### src/rtl/alu_arbiter.sv
// Two-requester round-robin front end for a shared combinational ALU.
// Each accepted request walks IDLE -> EXEC -> RESP and is held until its result is consumed.
module alu_arbiter #(
    parameter int WIDTH = 32
) (
    input  logic             clk,
    input  logic             rst_n,
    input  logic             req0_valid,
    input  logic [3:0]       req0_op,
    input  logic [WIDTH-1:0] req0_a,
    input  logic [WIDTH-1:0] req0_b,
    output logic             req0_ready,
    input  logic             req1_valid,
    input  logic [3:0]       req1_op,
    input  logic [WIDTH-1:0] req1_a,
    input  logic [WIDTH-1:0] req1_b,
    output logic             req1_ready,
    output logic             resp0_valid,
    output logic             resp1_valid,
    input  logic             resp_ready,
    output logic [WIDTH-1:0] resp_data,
    output logic [WIDTH-1:0] alu_rd1,
    output logic [WIDTH-1:0] alu_rd2,
    output logic [3:0]       alu_op,
    input  logic [WIDTH-1:0] alu_wd
);

    typedef enum logic [1:0] {
        IDLE,
        EXEC,
        RESP
    } state_t;

    state_t           state_q, state_d;
    logic             prio_q, prio_d;
    logic             gnt_q, gnt_d;
    logic [3:0]       op_q, op_d;
    logic [WIDTH-1:0] a_q, a_d;
    logic [WIDTH-1:0] b_q, b_d;
    logic [WIDTH-1:0] result_q, result_d;
    logic             grant0, grant1;

    always_ff @(posedge clk or negedge rst_n) begin
        if (!rst_n) begin
            state_q  <= IDLE;
            prio_q   <= 1'b0;
            gnt_q    <= 1'b0;
            op_q     <= '0;
            a_q      <= '0;
            b_q      <= '0;
            result_q <= '0;
        end else begin
            state_q  <= state_d;
            prio_q   <= prio_d;
            gnt_q    <= gnt_d;
            op_q     <= op_d;
            a_q      <= a_d;
            b_q      <= b_d;
            result_q <= result_d;
        end
    end

    // A lone requester always wins; a tie goes to whichever side prio names.
    always_comb begin
        state_d     = state_q;
        prio_d      = prio_q;
        gnt_d       = gnt_q;
        op_d        = op_q;
        a_d         = a_q;
        b_d         = b_q;
        result_d    = result_q;
        req0_ready  = 1'b0;
        req1_ready  = 1'b0;
        resp0_valid = 1'b0;
        resp1_valid = 1'b0;
        grant0      = req0_valid && (!req1_valid || !prio_q);
        grant1      = req1_valid && (!req0_valid || prio_q);

        case (state_q)
            IDLE: begin
                req0_ready = grant0;
                req1_ready = grant1;
                if (grant0 || grant1) begin
                    gnt_d   = grant1;
                    op_d    = grant1 ? req1_op : req0_op;
                    a_d     = grant1 ? req1_a  : req0_a;
                    b_d     = grant1 ? req1_b  : req0_b;
                    prio_d  = !grant1;
                    state_d = EXEC;
                end
            end
            EXEC: begin
                result_d = alu_wd;
                state_d  = RESP;
            end
            RESP: begin
                resp0_valid = !gnt_q;
                resp1_valid = gnt_q;
                if (resp_ready) begin
                    state_d = IDLE;
                end
            end
            default: state_d = IDLE;
        endcase
    end

    // Operand registers only change on acceptance, so the ALU inputs stay quiet between operations.
    assign alu_rd1   = a_q;
    assign alu_rd2   = b_q;
    assign alu_op    = op_q;
    assign resp_data = result_q;

endmodule

### config.mk
export PLATFORM = sky130hd
export DESIGN_NAME = alu_arbiter
export DESIGN_NICKNAME = d
export VERILOG_FILES = /design/src/rtl/alu_arbiter.sv
export SDC_FILE = /design/constraint.sdc
export NUM_CORES = 1
export LEC_CHECK = 0
export ABC_AREA = 1
export BUFFER_PORTS_ARGS = -buffer_cell sky130_fd_sc_hd__buf_2
export CORE_MARGIN = 5
export CORE_UTILIZATION = 45
export DETAILED_ROUTE_END_ITERATION = 8
export PLACE_DENSITY_LB_ADDON = 0.12
export SYNTH_ARGS = -nofsm -noshare
export SYNTH_HDL_FRONTEND = slang
export SYNTH_SLANG_ARGS = --single-unit
### constraint.sdc
create_clock -name clk -period 1.6 [get_ports clk]
set_clock_uncertainty 0.1 [all_clocks]
set_input_delay 0 -clock clk [delete_from_list [all_inputs] [get_ports clk]]
set_output_delay 0 -clock clk [all_outputs]
set_load 0.02 [all_outputs]
==> flow_metrics.tcl <==
set metrics [dict create \
    status "complete, no violations" \
    synthMuxAreaShare 0 \
    ys_ff_latch 104 \
    timing_hold_violations_final 0 \
    startpoint_type "flop" \
    synth.most_common_cell "nand2_1" \
    grt_setup_unrepaired "no" \
    power_leakage_uw 0.00494 \
    cts.sinks 104 \
    synth_edf_count 0 \
    tightest_slew_ns 0.407 \
    irDropWorstVdd_mv 1.16 \
    yosys-top-cells-count "nand2_1 (339), nand3_1 (171), dfrtp_1 (104)" \
    synth_area_leader_cell "dfrtp_1" \
    finalCritPeriodShare 0.930 \
    final_max_slew_viol_count 0 \
    synth_top_family_by_area "simple AND/OR/NAND/NOR gates" \
    required_ns 1.50 \
    mappedNetlistArea_sq_um 5100 \
    syn-num-nets 858 \
    synthArstFlopShare 1.00 \
    post-route-util 0.787 \
    fin_crit_ns 1.49 \
    cts-root-buf "clkbuf_16" \
    setup_slack_ns 0.113 \
    yosys_warnings 0 \
    io-pin-count 277 \
    synth_compound_area_frac 0.00295 \
    post-place-ws_ns 0.179 \
    cts_setup_buffers 0 \
    drive_above_1_share 0.284 \
    clk_pin_slew_ns 0.07 \
    synth-seq-area-share 0.511 \
    path_class "reg2out" \
    ys.flop_type "dfrtp_1" \
    die_area_sq_um 13600 \
    use_met3 0.0762 \
    drt_iter0_drc 752 \
    dpl.hpwl_um 12100 \
    cts_tree "yes" \
    grt_max_degree 70 \
    fillers 728 \
    wl_per_cell_um 16.6 \
    fin_nets 1284 \
    synthAdderAreaFrac 0 \
    grt_use_total 0.303 \
    cts_inserted_buffers 9 \
    max_cap_viol_count 0 \
    grt_util_met1 0.340 \
    place.gp.congestion 0.906 \
    dr.pass1.iters 5 \
    endpoint_kind "output port" \
    synth_cell_type_count 15 \
    worstSkewPairLatency_ns 0.33 \
    grt_pass1_vias 6796 \
    initial_utilization 0.464 \
    vias_per_cell 5.22 \
    netlist_instances 685 \
    syn_avg_cell_area_sq_um 7.44 \
    synth-simple-area-share 0.425 \
    antenna_found_initial 1 \
    fmax_mhz 672 \
    via_count 6571 \
    grt_pass1_wl_um 32400 \
    hp-class "in2async" \
    synth_xor_area_frac 0 \
    cts.path.max_buffers 2 \
    die_y_um 116 \
    ant_nets 0 \
    crit_arrival_ns 1.39 \
    rows 38 \
    timing.rr.start "prio_q" \
    path_max_fanout 20 \
    gr-usage-met2 0.517 \
    synthTopCellsByArea "dfrtp_1 (51%), nand2_1 (25%), nand3_1 (17%)" \
    grt-busiest-layer "met2" \
    syn2layout_area_growth_pct 69.5 \
    overflow 0 \
    power_density_nw_per_um2 1630 \
    coreArea_sq_um 11000 \
    slew_headroom 0.729 \
    drt-total-wl_um 20800 \
    crit_path_start "prio_q" \
    setup_violations 0 \
    cts_max_level 3 \
    setup-tns-final_ns 0 \
    synth_top_area_share 0.511 \
    io_buffers 276 \
    die_w_um 116 \
    drc 0 \
]
-- state kept, by name (all words and copies together), names as in the netlist --
signal / count
alu_rd1: 32
alu_rd2: 32
resp_data: 32
alu_op: 4
state_q: 2
gnt_q: 1
prio_q: 1
-- power by group --
part / internal (uW) / switching (uW)
Sequential: 3890 / 706
Combinational: 2500 / 4850
Clock: 1180 / 911
Total: 7570 / 6470
-- final timing paths --
kind,slack [ns],depth (start not counted),to
setup reg to reg,0.18,6,alu_rd1[23]
hold reg to reg,0.37,2,resp_data[17]
hold / removal,0.10,3,alu_rd2[17]
setup / recovery,0.11,5,req0_ready
min in group clk,0.22,4,gnt_q
max in group asynchronous,0.52,3,alu_rd1[21]
-- metal layers --
metal | up-vias | routed length (um)
met1 | 2991 | 7540
met5 | - | 0
met2 | 433 | 10100
met3 | 113 | 1970
met4 | 0 | 1230
li1 | 3034 | -
-- cell type report --
cell class | count | area [sq um] | area share
multi-input cells | 519 | 2180 | 0.253
clock buffers | 13 | 270 | 0.0313
diodes | 3 | 7.51 | 0.000869
well taps | 140 | 175 | 0.0203
repair buffers | 468 | 3350 | 0.388
inverters | 9 | 33.8 | 0.00391
clock inverters | 2 | 13.8 | 0.00159
flip-flops and latches | 104 | 2600 | 0.301
-- repair_timing --
item | in CTS | in global routing
hold endpoints to repair | 207 | 0
resized for setup | 0 | 1
setup endpoints to repair | 0 | 3
hold buffers | 172 | 0
-- cell usage in the layout, fill, tap and decap left out --
master	count
o21ai_0	3
clkbuf_16	10
dlygate4sd3_1	172
clkbuf_1	1
inv_1	7
buf_6	1
nor2_1	2
clkbuf_8	3
nand2_4	1
clkinv_2	1
nand3_1	171
buf_4	13
diode_2	3
inv_2	2
clkinv_4	1
nor2_2	1
nand2_2	3
buf_2	275
dfrtp_1	104
buf_12	6
nand2_1	338
-- logic make-up after synthesis --
group | after synthesis
AOI/OAI and AO/OA | 3
DFF | 104
and+or+nand+nor | 516
buffers and inverters | 62
-- worst max-delay path: stages, from the launching register on --
cell     delay [ns]
dfrtp_1        0.42
nand2_4        0.12
buf_12         0.17
nand3_1        0.10
inv_1          0.08
buf_2          0.17
-- metrics by stage --
stage / area, sq um / std cells / hold WS, ns / power (uW)
6_report: 8640 / 1258 / 0.103 / 14000
3_3_place_gp: 6600 / 1067 / -0.254 / 11300
5_1_grt: 8630 / 1256 / 0.134 / 15000
2_1_floorplan: 5100 / 685 / -0.396 / 9040
3_5_place_dp: 6600 / 1067 / -0.252 / 11500
4_1_cts: 8600 / 1254 / 0.104 / 13900
No activity file was read; power rests on OpenSTA's default activity.
